==> src/rtl/full_adder_pkg.sv <==
// Shared bit-cell arithmetic for the ripple-carry full adder.
package full_adder_pkg;

    // Returns {cout, sum} for a single full-adder cell.
    function automatic logic [1:0] fa_cell(input logic a, input logic b, input logic cin);
        logic sum;
        logic cout;
        sum  = a ^ b ^ cin;
        cout = (a & b) | (cin & (a ^ b));
        return {cout, sum};
    endfunction

endpackage

==> src/rtl/full_adder_bit.sv <==
// One combinational full-adder cell: a link of the ripple chain.
module full_adder_bit
    import full_adder_pkg::*;
(
    input  logic a,
    input  logic b,
    input  logic cin,
    output logic sum,
    output logic cout
);

    assign {cout, sum} = fa_cell(a, b, cin);

endmodule

==> src/rtl/full_adder.sv <==
// Ripple-carry adder {c,s} = x + y + z with optional registered output stage.
module full_adder #(
    parameter int WIDTH   = 1,
    parameter bit REG_OUT = 1'b1
) (
    input  logic             clk,
    input  logic             rst_n,
    input  logic [WIDTH-1:0] x,
    input  logic [WIDTH-1:0] y,
    input  logic             z,
    input  logic             in_valid,
    output logic [WIDTH-1:0] s,
    output logic             c,
    output logic             out_valid
);

    logic [WIDTH:0]   carry_p0;
    logic [WIDTH-1:0] sum_p0;

    assign carry_p0[0] = z;

    for (genvar i = 0; i < WIDTH; i++) begin : g_bit
        full_adder_bit u_bit (
            .a   (x[i]),
            .b   (y[i]),
            .cin (carry_p0[i]),
            .sum (sum_p0[i]),
            .cout(carry_p0[i+1])
        );
    end

    // ---- stage p0 -> p1: result register (or bypass) ----
    if (REG_OUT) begin : g_reg
        always_ff @(posedge clk or negedge rst_n) begin
            if (!rst_n) begin
                s         <= '0;
                c         <= 1'b0;
                out_valid <= 1'b0;
            end else begin
                out_valid <= in_valid;
                if (in_valid) begin
                    s <= sum_p0;
                    c <= carry_p0[WIDTH];
                end
            end
        end
    end else begin : g_comb
        // Clock and reset have no role in the combinational build.
        logic unused_clk_rst;
        assign unused_clk_rst = clk ^ rst_n;
        assign s         = sum_p0;
        assign c         = carry_p0[WIDTH];
        assign out_valid = in_valid;
    end

endmodule

==> config.mk <==
export PLATFORM = sky130hd
export DESIGN_NAME = full_adder
export DESIGN_NICKNAME = d
export VERILOG_FILES = /design/src/rtl/full_adder_pkg.sv /design/src/rtl/full_adder_bit.sv /design/src/rtl/full_adder.sv
export SDC_FILE = /design/constraint.sdc
export NUM_CORES = 1
export LEC_CHECK = 0
export CAP_MARGIN = 20
export CELL_PAD_IN_SITES_DETAIL_PLACEMENT = 1
export CELL_PAD_IN_SITES_GLOBAL_PLACEMENT = 1
export CORE_AREA = 4 4 41 43
export DETAILED_ROUTE_END_ITERATION = 10
export DIE_AREA = 0 0 45 47
export PLACE_DENSITY_LB_ADDON = 0.08
export REMOVE_ABC_BUFFERS = 1
export SETUP_SLACK_MARGIN = 0.1
export SLEW_MARGIN = 15
export SYNTH_ARGS = -nofsm -noshare
export SYNTH_HDL_FRONTEND = slang
export SYNTH_SLANG_ARGS = --single-unit
==> constraint.sdc <==
create_clock -name clk -period 1 [get_ports clk]
set_input_delay 0.25 -clock clk [delete_from_list [all_inputs] [get_ports clk]]
set_output_delay 0.25 -clock clk [all_outputs]
set_load 0.01 [all_outputs]
==> results of run 1 <==
## placed cells by master (no fill, tap or decap)
cell type and instances:
buf_6 4, dfrtp_1 3, clkbuf_4 3, buf_2 2, buf_4 2, mux2_4 1, mux2_2 1, fa_2 1
clkbuf_1 1, dlygate4sd2_1 1, clkdlybuf4s50_1 1
## power by group through the flow
stage | clock network [mW] | registers [mW] | logic [mW]
after floorplan | 0 | 0.153 | 0.0159
after global placement | 0 | 0.146 | 0.0917
after detailed placement | 0 | 0.146 | 0.0922
after CTS | 0.223 | 0.144 | 0.0923
after global routing | 0.231 | 0.147 | 0.113
final | 0.207 | 0.146 | 0.103
## state kept, by name (all words and copies together), names as in the netlist
signal,count
out_valid,1
s,1
c,1
## per-layer routing
| metal | vias up | part of all wire [%] |
|---|---|---|
| met5 | - | 0 |
| met3 | 0 | 21 |
| met2 | 8 | 50 |
| li1 | 49 | - |
| met4 | 0 | 0 |
| met1 | 49 | 28 |
## final timing paths
kind                              to  slack (ps)     start  cells past startpoint
max in group asynchronous          c         640     rst_n                      1
min in group clk           out_valid         350  in_valid                      1
max reg2reg                        s         110         s                      2
min reg2reg                        c         600         c                      2
min                                s         210     rst_n                      1
max                                s          20         s                      1
## logic make-up (layout without fill, tap and decap cells)
kind of cell,Yosys count,count (layout),share of synthesized area [%]
fa+ha+maj,1,1,17.02
flops,3,3,63.83
mux,2,2,19.15
buf+inv,0,14,0
## repair_timing
item / 4_1_cts / 5_1_grt
gates resized for setup: 28 / 3
buffers inserted: 1 / 0
pin swaps: 1 / 1
endpoints found under the setup margin: 5 / 4
## layout make-up
cell class / count / area, um2
Sequential cell: 3 / 75.07
Tap cell: 15 / 18.77
Fill cell: 155 / 1044
Multi-Input combinational cell: 3 / 48.80
Timing Repair Buffer: 10 / 88.84
Clock buffer: 4 / 26.28
==> flow_summary.yaml, run 1 <==
power_and_ir_drop:
  p_clk_share_pct: 45.5
  power_switching_mw: 0.09926
  total_power_mw: 0.4562
  pwr-share-comb_pct: 22.5
  ir_drop_mv: 0.2082
  leakagePower_nw: 0.1195
  p_per_area_nw_per_um2: 1770
  internal_power_mw: 0.3569
  seq_power_share_pct: 32.0
  sw_frac_of_total_pct: 21.76
placed_design:
  placed_area_um2: 224.0
  place_congestion: 0.5520
  portBuffers: 8
  dp.cells: 30
  pre_cts_ws_ps: -557.5
setup_path:
  startpoint_type: "flop"
  crit_family: "flip-flops"
  setup.worst_path.end_class: "output pin"
  cp_slowest_cell: "dfrtp_1"
  critPathBufInv: 1
  required_ps: 750
  cp_data_arrival_time_ps: 730
  max_stage_delay_ps: 380
  path_cells: "buf_6"
  critPathKind: "flop to output pin"
  worstPathMaxFanout: 2
routing:
  wl_um: 365
  routed_via_density: 3.029
  postRouteAntennaNets: 0
  wl_per_cell_um: 10.43
  drt_first_iter_violations: 0
  first_pass_iters: 1
  drc: 0
  vias: 106
sta:
  worst_pin_slew_ps: 156.9
  report.final.hold_viol_count: 0
  rsz0062_at_grt: "yes"
  post-route-period-util_pct: 98.48
  setup_slack_ps: 15.25
  fin_hold_ws_ps: 211.2
  drv_slew: 0
  fmaxAchievable_ghz: 1.015
  setup_viol: 0
  fin_tns_setup_ps: 0
  period_needed_ps: 984.8
  skew_ps: 0
  max_slew_margin_pct: 89.51
yosys:
  yosysUniqueCellTypes: 3
  ys_async_sr_fraction_pct: 100.0
  yosys.area.top_type_share_pct: 63.83
  synthTopCellsByCount: "dfrtp_1, mux2_2, fa_1"
  ys_seq_elements: 3
  yosys_warnings: 0
  synthTopCellsByArea: "dfrtp_1, mux2_2, fa_1"
  yosys.area.top_type: "dfrtp_1"
  synthFlopType: "dfrtp_1"
  synth_edf_count: 0
  netlist_area_um2: 117.6
  synth.most_common_cell: "dfrtp_1"
  ys_seq_area_share_pct: 63.83
  syn_inst: 6
  avgSynthCellArea_um2: 19.60
grt:
  grt_overflow: 0
  antenna_found_initial: 0
  gr-usage-met3_pct: 4.598
  first_global_vias: 146
  grt_start_max_net_pins: 4
  grt_use_met2_pct: 7.062
  grt_use_met1_pct: 3.864
  busiest_layer: "met2"
  grt_usage_pct: 5.213
  grt_pass1_wl_um: 641
die:
  boundaryPins: 9
  std_cell_rows: 13
  dieArea_um2: 2115
  die_w_um: 45
  coreArea_um2: 1301
  die_h_um: 47
  initial_core_util_pct: 9.038
layout:
  diodes: 0
  final_cell_area_um2: 257.7
  area_growth_pct: 119.1
  final_cells: 35
  utilization_pct: 19.81
  layout-drive-gt1-share_pct: 70.00
  nets: 28
min_path:
  hp-class: "input pin to asynchronous set/reset pin"
clock_network:
  htreeDepth: 1
  cts_buffers: 3
  clockRootBuffer: "clkbuf_4"
  clkTransAtPathRegs_ps: 30
  clk_latency_ps: 230
  postCtsHoldBufs: 0
  cts_tree: "done"
  cts.sinks: 3
  clk_path_buf_depth: 2
run:
  drv_cap: 0
run_status:
  run_status: "completed"
Note: power is estimated with default switching activity, not from simulation.
==> inputs of run 2 (changes only) <==
SKIP_LAST_GASP = 1   (was unset)
==> results of run 2 <==
Final layout, timing and power as in run 1 (identical DEF).
==> inputs of run 3 (changes only) <==
CORE_AREA = 2 2 39 41   (was 4 4 41 43)
DIE_AREA = 0 0 41 43   (was 0 0 45 47)
clock period = 1.1 ns   (was 1 ns; I/O delays follow)
==> run 3 against run 2 <==
- worst setup slack better by 72 ps
- sequential share of layout area is 0.58 points higher
- die area is 17% lower
- sequential power is 10% lower
- largest cell class unchanged
- highest routed layer unchanged
==> flow_summary.yaml, run 3 (same netlist as run 1, synthesis figures left out) <==
placed_design:
  dp.cells: 32
  portBuffers: 8
  placed_area_um2: 232.7
  place_congestion: 0.5614
layout:
  layout-drive-gt1-share_pct: 68.18
  layout_common_cells: "buf_2, buf_4, dfrtp_1, clkbuf_4"
  nets: 30
  fillerInstances: 158
  utilization_pct: 18.26
  final_cell_area_um2: 252.7
  final_common_cell: "buf_2"
  diodes: 0
  largest_registers: "c x1, out_valid x1, s x1"
  final_cells: 38
  area_growth_pct: 114.9
setup_path:
  r2r-end: "s"
  path_depth: 1
  crit_family: "flip-flops"
  rrSetupSlack_ps: 120
  setup.worst_path.end_class: "output pin"
  worstPathMaxFanout: 2
  critPathKind: "flop to output pin"
  max_stage_delay_ps: 370
  r2r-start: "s"
  startpoint_type: "flop"
  cp-startpoint: "s"
  cp_data_arrival_time_ps: 740
  worstSetupEndpoint: "s"
  r2r_cells: 3
  required_ps: 820
  cp_slowest_cell: "dfrtp_1"
  critPathBufInv: 1
  path_cells: "buf_2"
grt:
  grt_usage_pct: 5.025
  first_global_vias: 130
  antenna_found_initial: 0
  grt_overflow: 0
  grt_pass1_wl_um: 496
  grt_start_max_net_pins: 4
routing:
  vias: 116
  top_layer_used: "met3"
  first_pass_iters: 1
  drt_first_iter_violations: 0
  wl_per_cell_um: 8.658
  wl_um: 329
  routed_via_density: 3.053
  wl_met2_um: 148
  route.met3.wl_um: 55
  postRouteAntennaNets: 0
  drt-met1-wl_um: 124
  drc: 0
sta:
  drv_slew: 0
  report.final.hold_viol_count: 0
  skew_ps: 0
  rsz0062_at_grt: "yes"
  fmaxAchievable_ghz: 0.9873
  max_slew_margin_pct: 90.52
  worst_pin_slew_ps: 141.7
  post-route-period-util_pct: 92.08
  period_needed_ps: 1013
  setup_viol: 0
min_path:
  hp-class: "input pin to asynchronous set/reset pin"
power_and_ir_drop:
  p_per_area_nw_per_um2: 1647
  power_switching_mw: 0.09068
  leakagePower_nw: 0.1237
  internal_power_mw: 0.3255
  seq_power_share_pct: 31.4
  ir_drop_mv: 0.2639
  sw_frac_of_total_pct: 21.79
  p_clk_share_pct: 45.3
  pwr-share-comb_pct: 23.3
die:
  die_h_um: 43
  coreArea_um2: 1384
  std_cell_rows: 14
  dieArea_um2: 1763
  initial_core_util_pct: 8.499
  boundaryPins: 9
  die_w_um: 41
clock_network:
  clk_latency_ps: 230
  clk_path_buf_depth: 2
  clkTransAtPathRegs_ps: 30
  htreeDepth: 1
  cts_tree: "done"
  cts_buffers: 3
  cts.sinks: 3
  postCtsHoldBufs: 0
  clockRootBuffer: "clkbuf_4"
run:
  drv_cap: 0
run_status:
  run_status: "completed"
-- run 3: cell types whose count changed in the layout (fill, tap and decap cells not counted), sizes merged --
cell and change:
buf +2
-- run 3: stage by stage --
step | TNS [ps] | power (mW) | worst slack, ps | hold slack (ps)
6_report | 0 | 0.4162 | 87.09 | 228.6
2_1_floorplan | -0.9230 | 0.1537 | -0.9230 | -20.59
4_1_cts | 0 | 0.4198 | 70.62 | 221.8
5_1_grt | 0 | 0.4436 | 63.72 | 241.1
3_5_place_dp | -1013 | 0.2266 | -476.7 | 473.5
3_3_place_gp | -1011 | 0.2269 | -475.3 | 482.2
-- run 3: power by group through the flow --
stage | Clock [mW] | Combinational (mW) | Sequential, mW
after global placement | 0 | 0.0937 | 0.133
after global routing | 0.205 | 0.107 | 0.132
after floorplan | 0 | 0.0145 | 0.139
after detailed placement | 0 | 0.0934 | 0.133
final | 0.188 | 0.0970 | 0.131
after CTS | 0.202 | 0.0866 | 0.131
-- run 3: area by class of cell --
cell class | count | area (um2) | share of cell area (%)
Sequential cell | 3 | 75.07 | 29.70
Clock buffer | 4 | 26.28 | 10.40
Tap cell | 16 | 20.02 | 7.921
Timing Repair Buffer | 12 | 85.08 | 33.66
Multi-Input combinational cell | 3 | 46.29 | 18.32
-- run 3: what timing repair did --
action / 4_1_cts / 5_1_grt
setup buffers: 1 / 1
setup endpoints to repair: 5 / 4
gates resized for setup: 25 / 1
pin swaps: 1 / 1
-- run 3: worst min-delay path by stage --
stage	slack [ps]	from	endpoint	cells past startpoint
after global placement	480	rst_n	out_valid	1
final	230	rst_n	s	1
after CTS	220	rst_n	s	1
after floorplan	-20	rst_n	c	0
after global routing	240	rst_n	out_valid	1
after detailed placement	470	rst_n	s	1
-- run 3: per-layer routing --
layer | up-vias | GRT usage (%)
li1 | 53 | -
met1 | 54 | 4.194
met2 | 9 | 5.938
met5 | - | 0
met4 | 0 | 6.000
met3 | 0 | 4.712
